[src/rtl/store_buffer_pkg.sv]
// Shared types and sizing for the posted-write store buffer.
package store_buffer_pkg;

  localparam int SB_DEPTH = 4;

  typedef struct packed {
    logic [29:0] waddr;
    logic [3:0]  wstrb;
    logic [31:0] wdata;
  } sb_entry_t;

endpackage

[src/rtl/store_merge_unit.sv]
// Per-lane byte merge of an incoming store into an existing buffer entry.
module store_merge_unit (
  input  logic [3:0]  old_wstrb,
  input  logic [31:0] old_wdata,
  input  logic [3:0]  st_wstrb,
  input  logic [31:0] st_wdata,
  output logic [3:0]  merged_wstrb,
  output logic [31:0] merged_wdata
);

  always_comb begin
    merged_wstrb = old_wstrb | st_wstrb;
    merged_wdata = old_wdata;
    for (int i = 0; i < 4; i++) begin
      if (st_wstrb[i]) begin
        merged_wdata[8*i +: 8] = st_wdata[8*i +: 8];
      end
    end
  end

endmodule

[src/rtl/store_buffer.sv]
// In-order posted-write buffer: merges back-to-back stores to the youngest word,
// drains over a valid/ready channel and flags loads that hit a pending word.
module store_buffer
  import store_buffer_pkg::*;
#(
  parameter int DEPTH = SB_DEPTH
) (
  input  logic        clk,
  input  logic        rst,
  input  logic        st_valid,
  input  logic [31:0] st_addr,
  input  logic [3:0]  st_wstrb,
  input  logic [31:0] st_wdata,
  output logic        st_ready,
  input  logic        ld_valid,
  input  logic [31:0] ld_addr,
  output logic        ld_hazard,
  output logic        mem_req_valid,
  output logic [31:0] mem_req_addr,
  output logic [3:0]  mem_req_wstrb,
  output logic [31:0] mem_req_wdata,
  input  logic        mem_req_ready,
  output logic        sb_empty
);

  localparam int PTR_W = $clog2(DEPTH);
  localparam int CNT_W = PTR_W + 1;

  sb_entry_t          entries_q [DEPTH];
  sb_entry_t          entries_d [DEPTH];
  logic [PTR_W-1:0]   head_q, head_d;
  logic [PTR_W-1:0]   tail_q, tail_d;
  logic [CNT_W-1:0]   count_q, count_d;

  logic [PTR_W-1:0]   young_idx;
  logic               merge_hit;
  logic               full;
  logic               push;
  logic               pop;
  logic [3:0]         merged_wstrb;
  logic [31:0]        merged_wdata;
  logic [PTR_W-1:0]   offset;
  logic               unused_addr_bits;

  assign unused_addr_bits = ^{st_addr[1:0], ld_addr[1:0]};

  assign young_idx     = tail_q - PTR_W'(1);
  assign full          = (count_q == CNT_W'(DEPTH));
  assign mem_req_valid = (count_q != '0);
  assign sb_empty      = (count_q == '0);

  // The head is excluded from merging while it is on the bus so the payload
  // stays stable during backpressure.
  assign merge_hit = (count_q != '0) &&
                     (entries_q[young_idx].waddr == st_addr[31:2]) &&
                     !((young_idx == head_q) && mem_req_valid);

  assign st_ready = !full || merge_hit;
  assign push     = st_valid && st_ready && (st_wstrb != 4'b0000);
  assign pop      = mem_req_valid && mem_req_ready;

  assign mem_req_addr  = {entries_q[head_q].waddr, 2'b00};
  assign mem_req_wstrb = entries_q[head_q].wstrb;
  assign mem_req_wdata = entries_q[head_q].wdata;

  store_merge_unit u_merge (
    .old_wstrb    (entries_q[young_idx].wstrb),
    .old_wdata    (entries_q[young_idx].wdata),
    .st_wstrb     (st_wstrb),
    .st_wdata     (st_wdata),
    .merged_wstrb (merged_wstrb),
    .merged_wdata (merged_wdata)
  );

  always_comb begin
    ld_hazard = 1'b0;
    offset    = '0;
    for (int i = 0; i < DEPTH; i++) begin
      offset = PTR_W'(i) - head_q;
      if (ld_valid && ({1'b0, offset} < count_q) &&
          (entries_q[i].waddr == ld_addr[31:2])) begin
        ld_hazard = 1'b1;
      end
    end
  end

  always_comb begin
    entries_d = entries_q;
    head_d    = head_q;
    tail_d    = tail_q;
    count_d   = count_q;
    if (push) begin
      if (merge_hit) begin
        entries_d[young_idx].wstrb = merged_wstrb;
        entries_d[young_idx].wdata = merged_wdata;
      end else begin
        entries_d[tail_q] = '{waddr: st_addr[31:2], wstrb: st_wstrb, wdata: st_wdata};
        tail_d            = tail_q + PTR_W'(1);
      end
    end
    if (pop) begin
      head_d = head_q + PTR_W'(1);
    end
    unique case ({push && !merge_hit, pop})
      2'b10:   count_d = count_q + CNT_W'(1);
      2'b01:   count_d = count_q - CNT_W'(1);
      default: count_d = count_q;
    endcase
  end

  always_ff @(posedge clk or posedge rst) begin
    if (rst) begin
      head_q  <= '0;
      tail_q  <= '0;
      count_q <= '0;
    end else begin
      head_q  <= head_d;
      tail_q  <= tail_d;
      count_q <= count_d;
    end
  end

  // Payload storage carries no reset; validity is tracked by count alone.
  always_ff @(posedge clk) begin
    entries_q <= entries_d;
  end

endmodule

[config.mk]
export PLATFORM = sky130hd
export DESIGN_NAME = store_buffer
export DESIGN_NICKNAME = d
export VERILOG_FILES = /design/src/rtl/store_buffer_pkg.sv /design/src/rtl/store_merge_unit.sv /design/src/rtl/store_buffer.sv
export SDC_FILE = /design/constraint.sdc
export NUM_CORES = 1
export LEC_CHECK = 0
export ABC_AREA = 1
export BUFFER_PORTS_ARGS = -buffer_cell sky130_fd_sc_hd__clkbuf_2
export CORE_MARGIN = 2
export CORE_UTILIZATION = 50
export DETAILED_ROUTE_END_ITERATION = 6
export PLACE_DENSITY_LB_ADDON = 0.3
export SYNTH_ARGS = -nofsm -noshare
export SYNTH_HDL_FRONTEND = slang
export SYNTH_SLANG_ARGS = --single-unit
[constraint.sdc]
create_clock -name clk -period 4.27 [get_ports clk]
set_input_delay 1.0675 -clock clk [delete_from_list [all_inputs] [get_ports clk]]
set_output_delay 1.0675 -clock clk [all_outputs]
set_load 0.02 [all_outputs]
== Yosys cells after proc, flatten, opt, wreduce, memory -nomap -nowiden ==
Index checks and enable logic that the tools add are counted.

* Bitwise logic cells: 5
* Eq/ne operators: 9
* Magnitude comparators: 9
* Reductions and logical operators: 26
* Mux-type cells: 25
* Add/subtract/negate cells: 9

{| class="wikitable"
|+ Operators with widths
! kind !! number
|-
| $bwmux W264 || 3
|-
| $demux W66 S2 || 3
|-
| $mux W66 || 5
|-
| $bmux W66 S2 || 2
|-
| $mux W264 || 1
|-
| $eq A30 B30 Y1 || 5
|-
| $mux W36 || 1
|-
| $mux W32 || 1
|-
| $mux W8 || 4
|-
| $logic_and A1 B1 Y1 || 17
|-
| $lt A2 B3 Y1 || 4
|-
| $ge A3 B3 Y1 const B || 3
|-
| $not A2 Y3 || 3
|-
| $lt A3 B1 Y1 const B || 2
|-
| $pmux W3 S2 || 1
|-
| $add A2 B1 Y2 const B || 2
|-
| $mux W1 || 4
|-
| $or A4 B4 Y4 || 1
|-
| $reduce_bool A4 Y1 || 1
|-
| $sub A1 B2 Y2 const A || 2
|-
| $sub A2 B2 Y2 const A || 2
|-
| $add A3 B1 Y3 const B || 1
|-
| $eq A3 B3 Y1 const B || 1
|-
| $logic_not A1 Y1 || 3
|-
| other kinds (11) || 11
|}

* Bits of input ports: 105
* Output and inout bits: 72
* Logic and storage cells: 98
* Register bits after elaboration: 271

== Logic depth before layout (Yosys ltp) ==
Gate-level depths: netlist of the first run.

* Word-level depth: 14
* Depth in mapped cells: 27
* Mapped depth without buffers: 20

== By module ==
Synthesis of the first run repeated with hierarchy kept, for this count alone.

* Cells, all modules: 2304
* Area total of the unflattened synthesis: 17704.5 um^2

{| class="wikitable"
|+ By module, submodules not included
! module !! cells an instance !! instances !! seq. area each (um^2) !! area each (um^2)
|-
| store_buffer || 2196 || 1 || 8102.8 || 17259.1
|-
| store_merge_unit || 108 || 1 || 0.0 || 445.4
|}

== Least setup slack after synthesis of the first run ==
OpenSTA, ideal clock, no wires.

* Path kind: register to output
* From: reg tail_q[0]
* To: out st_ready
* Slack: -51 ps
* Path buffers: 8
* Required time: 3203 ps
* Data arrival time: 3253 ps
* Cell stages (with the launch flop): 22
* Cells stage by stage: dfrtp_1 -> buf_4 -> inv_4 -> buf_4 -> clkbuf_1 -> clkbuf_1 -> ha_1 -> buf_4 -> inv_4 -> buf_2 -> nand3_1 -> nand2_1 -> nand2_1 -> nand2_1 -> nand3_1 -> nor2_1 -> nand2_1 -> nor2_4 -> nand2_8 -> buf_6 -> buf_6 -> nand4_1

* Cells in the longest elaborated chain, start to end: 9
* Elaborated cells on any way between the ends: 12
* Classes of those cells: add/sub (1); eq/ne (2); mux (3); bitwise (1); reduce/logical (5)

{| class="wikitable"
|+ Ends and longest elaborated chain
! element !! RTL line !! RTL
|-
| from (decl) || store_buffer.sv:32 || <nowiki>logic [PTR_W-1:0] tail_q, tail_d;</nowiki>
|-
| from (signal assigned) || store_buffer.sv:118 || <nowiki>tail_q <= tail_d;</nowiki>
|-
| $sub A2 B1 Y2 * || store_buffer.sv:47 || <nowiki>assign young_idx = tail_q - PTR_W'(1);</nowiki>
|-
| net young_idx[0] || store_buffer.sv:35 || <nowiki>logic [PTR_W-1:0] young_idx;</nowiki>
|-
| $not A2 Y3 (implied by the code) || store_buffer.sv:55 || <nowiki>(entries_q[young_idx].waddr == st_addr[31:2]) &&</nowiki>
|-
| $bmux W66 S2 || store_buffer.sv:55 ||
|-
| $mux W66 (2 in a row) || - ||
|-
| $eq A30 B30 Y1 || store_buffer.sv:55 ||
|-
| $logic_and A1 B1 Y1 || store_buffer.sv:54 || <nowiki>assign merge_hit = (count_q != '0) &&</nowiki>
|-
| $logic_and A1 B1 Y1 * || store_buffer.sv:55 ||
|-
| $logic_or A1 B1 Y1 * || store_buffer.sv:58 || <nowiki>assign st_ready = !full || merge_hit;</nowiki>
|-
| to (decl) || store_buffer.sv:14 || <nowiki>output logic st_ready,</nowiki>
|}

The timed path passes the listed nets; every way through them passes the cells marked *. The select of a mux whose other input is x is not followed.

== Worst setup path after layout of the first run ==
* From: reg head_q[1]
* To: out mem_req_wdata[11]

* Cells in the longest elaborated chain, start to end: 4

{| class="wikitable"
|+ Ends and longest elaborated chain
! element !! RTL line !! RTL
|-
| from (decl) || store_buffer.sv:31 || <nowiki>logic [PTR_W-1:0] head_q, head_d;</nowiki>
|-
| from (signal assigned) || store_buffer.sv:113 || <nowiki>head_q <= '0;</nowiki>
|-
| from (signal assigned) || store_buffer.sv:117 || <nowiki>head_q <= head_d;</nowiki>
|-
| $not A2 Y3 (implied by the code) || store_buffer.sv:64 || <nowiki>assign mem_req_wdata = entries_q[head_q].wdata;</nowiki>
|-
| $bmux W66 S2 || store_buffer.sv:64 ||
|-
| $mux W66 (implied by the code) (2 in a row) || store_buffer.sv:64 ||
|-
| to (decl) || store_buffer.sv:21 || <nowiki>output logic [31:0] mem_req_wdata,</nowiki>
|}

No other way between the ends. The select of a mux whose other input is x is not followed.

==> metrics.md, run 1 <==
| Metric | Value |
|---|---|
| Outcome | finished with violations |
| Failing checks | DRC |
| Largest net degree at the start of global routing | between 150 and 200 |
| Count leader, synth | nand2_1 |
| Initial core utilization | 0.504 |
| First-pass GRT wire length | roughly 90 mm |
| Clock root cell | clkbuf_16 |
| Setup WS post-layout | ~0.063 ns |
| Chip Height | just under 200 um |
| Hold Vio Cnt, Final | 0 |
| Leakage | slightly below 9 nW |
| Synth Area per Inst | just under 8 um^2 |
| Post-Layout Cell Count | 2868 |
| Worst Path Arrival | roughly 3.1 ns |
| Xor and xnor area share after synthesis | 0.0390 |
| Clk_skew | roughly 0.016 ns |
| Port Buffer Count | 170 |
| Vias in the first global route | roughly 16000 |
| Synth warnings | 0 |
| Register Area | roughly 0.0081 mm^2 |
| Sequential share of the synthesized area | 0.456 |
| Synth Area in Compound Gates | 0.104 |
| Mapped cell area | between 0.015 and 0.02 mm^2 |
| CP required | 3.20 ns |
| Power Dens Cells | around 780 mW/mm^2 |
| DRC viols | 1 |
| Synth Area in Simple Gates | 0.312 |
| Pre-antenna DRT Iters | 7 |
| Slew margin rel. | 0.218 |
| Maximum vdd drop | around 0.67 mV |
| Fmax | 0.238 GHz |
| DRT iter0 DRCs | roughly 1800 |
| Core Area | 0.0352 mm^2 |
| Post-route cell area | 0.0202 mm^2 |
| Vias per Instance | 6.12 |
| Worst Reg-to-Reg Cells | 18 |
| Die X | approximately 190 um |
| Fillers | 3180 |
| WL final | a little over 60 mm |
| Largest family of logic cells by synthesized area | simple AND/OR/NAND/NOR gates |
| CTS Sinks | roughly 270 |
| Ranking of synthesized cells by area | edfxtp_1 45%, nand2_1 13%, nand3_1 9.0% |
| Clock transition at path regs | about 0.060 ns |
| Share of the synthesized area in the top cell type | 0.447 |
| Synth-to-layout area growth | 14.0% |
| CTS tree | yes |
| Crit end category | output port |
| Post-DP Area | around 0.019 mm^2 |
| Mux share of post-synthesis cell area | 0 |
| Die footprint | ~0.037 mm^2 |
| Antenna violations before repair | 4 |
| Hold Path Class | in -> async |
| Area of the multi-input gates | a little over 0.008 mm^2 |
| Crit path time final | about 4.2 ns |
| Final net count | 2496 |
| Synthesized instance count | 2266 |
| Crit path max fanout | 33 |
| Synthesized flop and latch total | between 200 and 300 |
| Tcrit/Tclk final | 0.985 |
| Total grt overflow | 0 |
| Hold slack | roughly 0.46 ns |
| Synth cell count leaders | 606 x nand2_1, 320 x nand3_1, 315 x nor2_1, 264 x edfxtp_1, 151 x inv_1 |
| Placed wire-length estimate | ~37 mm |
| Util after Layout | 0.574 |
| WL per Instance | 21.7 um |
| Pre-CTS setup slack | ~0.20 ns |
| Routability cong. | slightly above 0.9 |
| Post-synthesis adder-cell area fraction | 0.00888 |
| Number of enable flip-flop cells after synthesis | between 200 and 300 |
| Fin. max-slew vios | 0 |
| Top_reg_cell synth | edfxtp_1 |
| TritonCTS buffer count | 31 |
| Async S/R FF share, synth | 0.0258 |
| Placed Cells | roughly 2800 |
| Global router's overall resource usage | 0.325 |
| Layout cells sized above 1 | 0.128 |
| DR vias | between 15000 and 20000 |
| H-tree depth | 1 |
| Slew @ Worst Pin | 1.17 ns |
| Clk buf depth | 3 |
| Worst setup SP type | flop |
| Max cap viols | 0 |
| IO Pins | roughly 180 |
| Antenna Nets Post-Route | 0 |
| Core Rows | slightly below 70 |
| Final setup viols | 0 |
| Unique cell type count in the Yosys netlist | 40 |
| CP Class | reg -> out |
| Latest clock arrival within the worst-skew pair | roughly 0.58 ns |
| Leading area contributor after synthesis | edfxtp_1 |
## sequential cells by signal, indices dropped and copies added (netlist names)
| name | cells |
|---|---|
| count_q | 3 |
| head_q | 2 |
| entries_q | 264 |
| tail_q | 2 |
## cell families (layout without fill, tap and decap cells)
logic type | Yosys count | in the layout
xor gates and xnor gates | 79 | 79
adders and majority gates | 12 | 12
and+or+nand+nor | 1305 | 1306
buffers and inverters | 309 | 445
other | 1 | 5
DFF | 271 | 271
AOI/OAI and AO/OA | 289 | 289
## cell type report
| type | instances | area share |
|---|---|---|
| Antenna cell | 3 | 0.000371 |
| Clock buffer | 46 | 0.0431 |
| Clock inverter | 12 | 0.00662 |
| Inverter | 161 | 0.0313 |
| Multi-Input combinational cell | 1688 | 0.410 |
| Sequential cell | 271 | 0.401 |
| Tap cell | 461 | 0.0285 |
| Timing Repair Buffer | 224 | 0.0781 |
| Timing Repair inverter | 2 | 0.00111 |
## worst paths after layout
kind / startpoint / to / slack [ns]
min: rst / tail_q[0] / 0.46
max reg2reg: tail_q[0] / entries_q[199] / 0.50
max: head_q[1] / mem_req_wdata[11] / 0.06
max in group asynchronous: rst / tail_q[1] / 3.56
min in group clk: count_q[1] / count_q[1] / 0.50
min reg2reg: count_q[1] / count_q[1] / 0.50
## stage by stage
step	TNS, ns	power (mW)
final	0	15.8
after global routing	-0.0344	16.6
after CTS	0	15.3
after detailed placement	0	12.5
after global placement	0	12.4
after floorplan	0	9.58
## per-layer routing
layer | share of wire | up-vias | global-route usage
met3 | 0.13 | 252 | 0.0562
met1 | 0.35 | 8114 | 0.410
met5 | 0.00066 | - | 0
met2 | 0.46 | 1238 | 0.528
li1 | - | 7929 | -
met4 | 0.054 | 6 | 0.183
## layout by cell type, fill, tap and decap left out, drive strengths merged, types with 6 or more instances in the layout
cell type,n
edfxtp,264
a31oi,32
ha,11
o21ai,80
a22oi,66
a21oi,39
o221ai,9
buf,50
nor4,8
dfrtp,7
nor2,321
inv,159
or2,6
xnor2,44
clkbuf,220
o211ai,56
nand4,28
xor2,35
nand3,320
nand2,611
clkinv,13
nor3,9
## where the power goes
group	internal (mW)	leakage [nW]	total, mW	switching, mW
sequential	3.73	2.57	4.07	0.344
combinational	2.69	5.69	9.09	6.40
clock	1.58	0.493	2.68	1.09
## critical path, cell delays in order (launching register included)
cell      delay [ns]
dfrtp_2         0.63
inv_1           0.16
nor2_2          0.14
buf_4           0.35
inv_2           0.34
buf_12          0.29
o211ai_1        0.38
clkbuf_2        0.25
## what timing repair did
item	in CTS	in global routing
gates cloned	0	7
gates resized for setup	7	11
endpoints found under the setup margin	1	1
hold buffers	0	0
setup buffers	2	6
pin swaps	1	4
No activity file was read; power rests on OpenSTA's default activity.
==> run 2, diff against run 1 <==
--- a/config.mk
+++ b/config.mk
@@ -5,7 +5,6 @@
 export SDC_FILE = /design/constraint.sdc
 export NUM_CORES = 1
 export LEC_CHECK = 0
-export ABC_AREA = 1
 export BUFFER_PORTS_ARGS = -buffer_cell sky130_fd_sc_hd__clkbuf_2
 export CORE_MARGIN = 2
 export CORE_UTILIZATION = 50
==> constraint.sdc (replaced) <==
create_clock -name clk -period 4.2 [get_ports clk]
set_input_delay 1.05 -clock clk [delete_from_list [all_inputs] [get_ports clk]]
set_output_delay 1.05 -clock clk [all_outputs]
set_load 0.02 [all_outputs]
==> run 2 against run 1 <==
Compared with the run above:
- clock power shrank 5%
- via count shrank 34%
- synthesized area shrank 7.7%
- synthesized cell count shrank 49%
- die area shrank 7.6%
- design area shrank 4.8%
- worst hold slack lost 0.038 ns
- critical path type unchanged
- the flow finishes with violations (setup timing)
==> metrics.md, run 2 <==
| Metric | Value |
|---|---|
| Total grt overflow | 0 (unchanged) |
| Max incr delay on CP | 0.60 ns (-0.03 ns) |
| Core Rows | 66 (-4.3%) |
| DR vias | 11600 (-34%) |
| Crit end category | output port |
| Worst setup SP type | flop |
| Final net count | 1430 (-43%) |
| Fin. max-slew vios | 0 (unchanged) |
| Leakage | 6.71 nW (-23%) |
| Synth Area per Inst | 14.3 um^2 (+82%) |
| CP required | 3.15 ns (-0.05 ns) |
| Clk_skew | 0.0195 ns (+0.00393 ns) |
| Synthesized instance count | 1149 (-49%) |
| Post-Layout Cell Count | 1779 (-38%) |
| Core Area | 0.0324 mm^2 (-8.1%) |
| Setup WS post-layout | -0.392 ns (-0.455 ns) |
| Synthesized flop and latch total | 271 (unchanged) |
| Largest family of logic cells by synthesized area | multiplexers |
| FF-to-FF Start | tail_q[0] |
| Latest clock arrival within the worst-skew pair | 0.57 ns (about the same) |
| WL final | 48.4 mm (-22%) |
| Largest net degree at the start of global routing | 56 (-68%) |
| Synth Area in Simple Gates | 0.0726 (-0.239) |
| Placed wire-length estimate | 31.1 mm (-16%) |
| Tcrit/Tclk final | 1.09 |
| M1 WL | 18.9 mm (-14%) |
| Fmax | approximately 0.22 GHz |
| First-pass GRT wire length | 71.3 mm (-22%) |
| Clk buf depth | 3 (unchanged) |
| H-tree depth | 1 (unchanged) |
| Synth cell count leaders | 264 x edfxtp_1, 129 x o2bb2ai_1, 117 x mux4_2, 98 x and2_1, 96 x xnor2_1 |
| Pre-antenna DRT Iters | 6 (-1) |
| Ranking of synthesized cells by area | edfxtp_1 48%, mux4_2 16%, o2bb2ai_1 6.9% |
| Hold Vio Cnt, Final | 0 (unchanged) |
| Share of the synthesized area in the top cell type | 0.484 (+0.0374) |
| Synth-to-layout area growth | 17.5% |
| Met3 wire length | 5.17 mm (-37%) |
| FF-to-FF End | entries_q[171] |
| Leading area contributor after synthesis | edfxtp_1 |
| Final setup viols | 1 (+1) |
| Initial core utilization | 0.506 (+0.00205) |
| Clock transition at path regs | 0.06 ns (about the same) |
| IO Pins | 177 (unchanged) |
| Chip Height | 185 um (-3.9%) |
| Top_reg_cell synth | edfxtp_1 |
| DRC viols | 0 (-1) |
| Mapped cell area | 0.0164 mm^2 (-7.7%) |
| Antenna violations before repair | 7 (+3) |
| Die X | 185 um (-3.9%) |
| RSZ-0062 raised after global routing | true |
| DRT iter0 DRCs | 1255 (-32%) |
| Hold Path Class | in -> async |
| Synth Area in Compound Gates | 0.104 (+0.000219) |
| Sequential share of the synthesized area | 0.495 (+0.0382) |
| Most frequent cells in the layout | 264 x edfxtp_1, 169 x clkbuf_2, 129 x o2bb2ai_1 |
| Synth warnings | 0 (unchanged) |
| Metal2 WL | 23.2 mm (-19%) |
| CTS tree | yes |
| Critical-path top delay cell | or4_4 |
| CP Class | reg -> out |
| Crit path time final | 4.59 ns |
| Xor and xnor area share after synthesis | 0.0813 (+0.0423) |
| Outcome | finished with violations |
| Placed Cells | 1710 (-39%) |
| Mux share of post-synthesis cell area | 0.205 (+0.205) |
| Layout cells sized above 1 | 0.330 (+0.202) |
| Crit-path cells | clkinv_8, ha_4, buf_12, mux2i_1, a21oi_1, a22o_1, nand4_1, or4_4, o21ai_2, clkbuf_8 |
| Clock root cell | clkbuf_16 |
| Maximum vdd drop | 0.399 mV (-40%) |
| Post-synthesis adder-cell area fraction | 0.00962 (+0.000743) |
| Post-DP Area | 0.0181 mm^2 (-4.7%) |
| Count leader, synth | edfxtp_1 |
| Max cap viols | 0 (unchanged) |
| Slew margin rel. | 0.235 (+0.0168) |
| Post-route cell area | 0.0193 mm^2 (-4.8%) |
| Failing checks | setup timing |
| Pre-CTS setup slack | 0.112 ns (-0.0908 ns) |
| WL per Instance | 27.2 um (+26%) |
| Port Buffer Count | 170 (unchanged) |
| TritonCTS buffer count | 30 (-3.2%) |
| Vias per Instance | 6.51 (+6.5%) |
| Crit path max fanout | 10 (-70%) |
| Worst Reg-to-Reg Cells | 15 (-3) |
| Routability cong. | 0.929 (about the same) |
| Die footprint | 0.0342 mm^2 (-7.6%) |
| Most common cell after layout, fill and taps aside | edfxtp_1 |
| Top sig layer | met5 |
| Antenna Nets Post-Route | 0 (unchanged) |
| Vias in the first global route | 11400 (-31%) |
| Worst R2R Setup Slack | 0.08 ns (-0.42 ns) |
| Power Dens Cells | 776 mW/mm^2 (-0.96%) |
| Number of enable flip-flop cells after synthesis | 264 (unchanged) |
| Async S/R FF share, synth | 0.0258 (unchanged) |
| Largest register FFs | 264 (unchanged) |
| Global router's overall resource usage | 0.282 (-0.0429) |
| Slew @ Worst Pin | 1.15 ns (-0.0279 ns) |
| Worst Path Arrival | 3.54 ns (+0.40 ns) |
| CTS Sinks | 271 (unchanged) |
| Biggest regs | entries_q: 264 flops, count_q: 3 flops |
| Top reg by flops | entries_q |
| Unique cell type count in the Yosys netlist | 58 (+45%) |
==> run 2: metrics by stage <==
step | setup TNS (ns) | power (mW) | util | hold slack, ns
finish | -0.392 | 14.9 | 0.595 | 0.423
global route | -0.395 | 15.5 | 0.595 | 0.457
CTS | -0.330 | 14.7 | 0.591 | 0.429
detailed placement | 0 | 12.0 | 0.558 | 0.617
global placement | 0 | 11.9 | 0.558 | 0.601
floorplan | -3.75 | 9.53 | - | 0.519
==> run 2: kinds of logic after synthesis <==
kind of cell,count (synthesis)
fa+ha+maj,12
buf+inv,119
flops,271
compound gates,210
mux,183
xor+xnor,152
simple gates,201
other cells,1
==> run 2: layout make-up <==
cell class,instances,area [um^2]
fillers,2577,13100
flip-flops and latches,271,8110
multi-input cells,760,7980
repair buffers,235,1610
clock buffers,38,802
well taps,442,553
clock inverters,15,124
inverters,15,68.8
diodes,3,7.51
==> run 2: routing by layer <==
layer | up-vias | track usage
met5 | - | 0
met1 | 5881 | 0.396
met3 | 85 | 0.0598
li1 | 4932 | -
met2 | 686 | 0.451
met4 | 6 | 0.0670
==> run 2: repair_timing <==
item	CTS	global route
setup endpoints to repair	1	1
gates cloned	1	1
pin swaps	4	7
resized for setup	4	12
hold buffers	0	0
buffers inserted	9	2
==> run 2: worst max path at each step <==
stage / start / endpoint / slack [ns] / cells after the start
2_1_floorplan: tail_q[0] / entries_q[198] / -0.10 / 15
3_3_place_gp: tail_q[0] / st_ready / 0.13 / 9
3_5_place_dp: tail_q[0] / st_ready / 0.11 / 10
4_1_cts: tail_q[0] / st_ready / -0.33 / 10
5_1_grt: tail_q[0] / st_ready / -0.39 / 11
6_report: tail_q[0] / st_ready / -0.39 / 10
==> run 2: worst max-delay path, delay by kind of cell (launching register included) <==
family	cells	cell delay, ns
AOI/OAI and AO/OA	3	0.85
muxes	1	0.15
and+or+nand+nor	2	0.84
buffers and inverters	3	0.39
DFF	1	0.52
adders and majority gates	1	0.20
==> run 2: power breakdown <==
group          total [mW]  internal, mW  switching [mW]
sequential           4.35          3.85           0.503
combinational        8.04          3.57            4.47
clock                2.54          1.46            1.08
==> run 3, diff against run 2 <==
--- a/config.mk
+++ b/config.mk
@@ -7,7 +7,7 @@
 export LEC_CHECK = 0
 export BUFFER_PORTS_ARGS = -buffer_cell sky130_fd_sc_hd__clkbuf_2
 export CORE_MARGIN = 2
-export CORE_UTILIZATION = 50
+export CORE_UTILIZATION = 35
 export DETAILED_ROUTE_END_ITERATION = 6
 export PLACE_DENSITY_LB_ADDON = 0.3
 export SYNTH_ARGS = -nofsm -noshare
==> run 3 against run 2 <==
Compared with the run above:
- the flow still finishes with violations (setup timing)
- design area up 2.5%
- clock power up 6%
- power up 2.6%
- worst setup slack worse by 0.080 ns
- critical path type unchanged
- largest cell class unchanged
- highest routed layer unchanged
==> metrics.md, run 3 (synthesis results as in run 2) <==
| Metric | Value |
|---|---|
| Clk_skew | 0.0166 ns (-0.00289 ns) |
| Port Buffer Count | 170 (unchanged) |
| Worst setup SP type | flop |
| Global router's overall resource usage | 0.218 (-0.0633) |
| Maximum vdd drop | 0.621 mV (+55%) |
| DRT iter0 DRCs | 1115 (-11%) |
| IO Pins | 177 (unchanged) |
| DRC viols | 0 (unchanged) |
| Latest clock arrival within the worst-skew pair | 0.54 ns (-0.03 ns) |
| Leakage | 6.88 nW (+2.5%) |
| WL final | 53.1 mm (+9.7%) |
| Biggest regs | entries_q: 264 flops, count_q: 3 flops |
| Die X | 220 um (+19%) |
| Slew margin rel. | 0.470 (+0.235) |
| Die footprint | 0.0485 mm^2 (+42%) |
| Crit path time final | 4.67 ns (+0.0801 ns) |
| Util after Layout | 0.426 (-0.169) |
| Clock root cell | clkbuf_16 |
| DR vias | 11500 (-0.84%) |
| Most frequent cells in the layout | 264 x edfxtp_1, 169 x clkbuf_2, 129 x o2bb2ai_1 |
| Final setup viols | 1 (unchanged) |
| Placed wire-length estimate | 35.4 mm (+14%) |
| Top delay family on crit path | simple AND/OR/NAND/NOR gates |
| CTS tree | yes |
| Failing checks | setup timing |
| Total grt overflow | 0 (unchanged) |
| Largest register FFs | 264 (unchanged) |
| Antenna Nets Post-Route | 0 (unchanged) |
| Grt met3 use | 0.0602 (+0.000434) |
| Slew @ Worst Pin | 0.795 ns (-0.350 ns) |
| Tcrit/Tclk final | 1.11 (+0.0191) |
| Crit end category | output port |
| Core Area | 0.0464 mm^2 (+43%) |
| Hold Path Class | in -> async |
| Routability cong. | 0.901 (-3.0%) |
| Fin. max-slew vios | 0 (unchanged) |
| Crit path max fanout | 6 (-4) |
| RSZ-0062 raised after global routing | true |
| Layout cells sized above 1 | 0.346 (+0.0161) |
| H-tree depth | 2 (+1) |
| CP required | 3.15 ns (about the same) |
| Register Area | 0.00811 mm^2 (unchanged) |
| Clk buf depth | 3 (unchanged) |
| First-pass GRT wire length | 77.5 mm (+8.7%) |
| Max cap viols | 0 (unchanged) |
| Worst path bufs/invs | 4 (+1) |
| Fmax | 0.214 GHz (-1.7%) |
| Max incr delay on CP | 0.53 ns (-0.07 ns) |
| Most common cell after layout, fill and taps aside | edfxtp_1 |
| Top reg by flops | entries_q |
| Crit-path cells | clkinv_8, ha_4, buf_6, mux4_2, xor2_1, nor4_2, nand4_1, buf_4, or4_4, o21ai_2, clkbuf_8 |
| Largest net degree at the start of global routing | 58 (+3.6%) |
| Final net count | 1465 (+2.4%) |
| Vias in the first global route | 11600 (+2.4%) |
| Antenna violations before repair | 3 (-4) |
| Core Rows | 79 (+20%) |
| Hold_buf cts | 0 (unchanged) |
| Worst Path Arrival | 3.62 ns (+0.08 ns) |
| Hold Vio Cnt, Final | 0 (unchanged) |
| Power Dens Cells | 776 mW/mm^2 (+0.12%) |
| WL per Instance | 26.8 um (-1.5%) |
| CTS Sinks | 271 (unchanged) |
| Area of the multi-input gates | 0.00795 mm^2 (-0.36%) |
| Outcome | finished with violations |
| Critical-path top delay cell | or4_4 |
| Grt peak-use layer | met2 |
| Fillers | 4207 (+63%) |
| Pre-CTS setup slack | -0.0119 ns (-0.124 ns) |
| Synth-to-layout area growth | 20.5% |
| Grt met1 use | 0.297 (-0.0997) |
| Initial core utilization | 0.353 (-0.153) |
| Vias per Instance | 5.80 (-11%) |
| Chip Height | 220 um (+19%) |
| Pre-antenna DRT Iters | 5 (-1) |
| Clock transition at path regs | 0.06 ns (about the same) |
| CP Class | reg -> out |
| Setup WS post-layout | -0.472 ns (-0.0801 ns) |
| Met2 Resource Use GR | 0.344 (-0.107) |
| TritonCTS buffer count | 34 (+13%) |
-- run 3: cell count changes in the layout (fill, tap and decap cells not counted), moves of 3 or more --
cell / delta
buf_4: +28
xnor2_1: +3
xnor2_2: -3
buf_12: +3
buf_8: +3
clkinv_2: +4
clkbuf_16: +3
-- run 3: area by class of cell --
type | instances | share of cell area
flip-flops and latches | 271 | 0.411
multi-input cells | 760 | 0.403
repair buffers | 266 | 0.0930
clock buffers | 44 | 0.0466
well taps | 607 | 0.0385
clock inverters | 17 | 0.00412
inverters | 15 | 0.00349
diodes | 1 | 0.000127
-- run 3: per-layer routing --
metal  up-vias  share of wire  wire length (um)
li1       4990              -                 -
met1      5924           0.41             21900
met2       503           0.47             24900
met3        70          0.095              5050
met4         6          0.022              1190
met5         -        0.00073                39
-- run 3: timing repair --
action,in CTS,in global routing
buffers inserted,5,10
resized for setup,12,6
setup endpoints to repair,1,48
pin swaps,7,5
-- run 3: power breakdown --
part	internal [mW]	total (mW)	leakage, nW	switching [mW]
Sequential	3.85	4.31	2.54	0.462
Combinational	3.67	8.33	3.84	4.66
Clock	1.54	2.68	0.493	1.14
Total	9.06	15.3	6.88	6.26
-- run 3: stage by stage --
step	power, mW	instances	hold slack [ns]	setup TNS (ns)	instance area, um^2
4_1_cts	15.2	1970	0.466	-0.521	19600
2_1_floorplan	9.53	1150	0.519	-3.75	16500
6_report	15.3	1981	0.454	-0.472	19700
5_1_grt	16.0	1980	0.491	-0.696	19700
3_3_place_gp	12.2	1904	0.616	0	18500
3_5_place_dp	12.3	1904	0.630	-0.0119	18500
-- run 3: worst paths after layout --
path | start | end | slack (ns) | cells past startpoint
worst max-delay path | tail_q[0] | st_ready | -0.47 | 11
worst min-delay path | rst | head_q[0] | 0.45 | 2
worst max register to register | tail_q[0] | count_q[2] | 0.01 | 18
worst min register to register | tail_q[1] | tail_q[1] | 0.65 | 2
max in group asynchronous | rst | head_q[1] | 3.49 | 2
min in group clk | tail_q[1] | tail_q[1] | 0.65 | 2
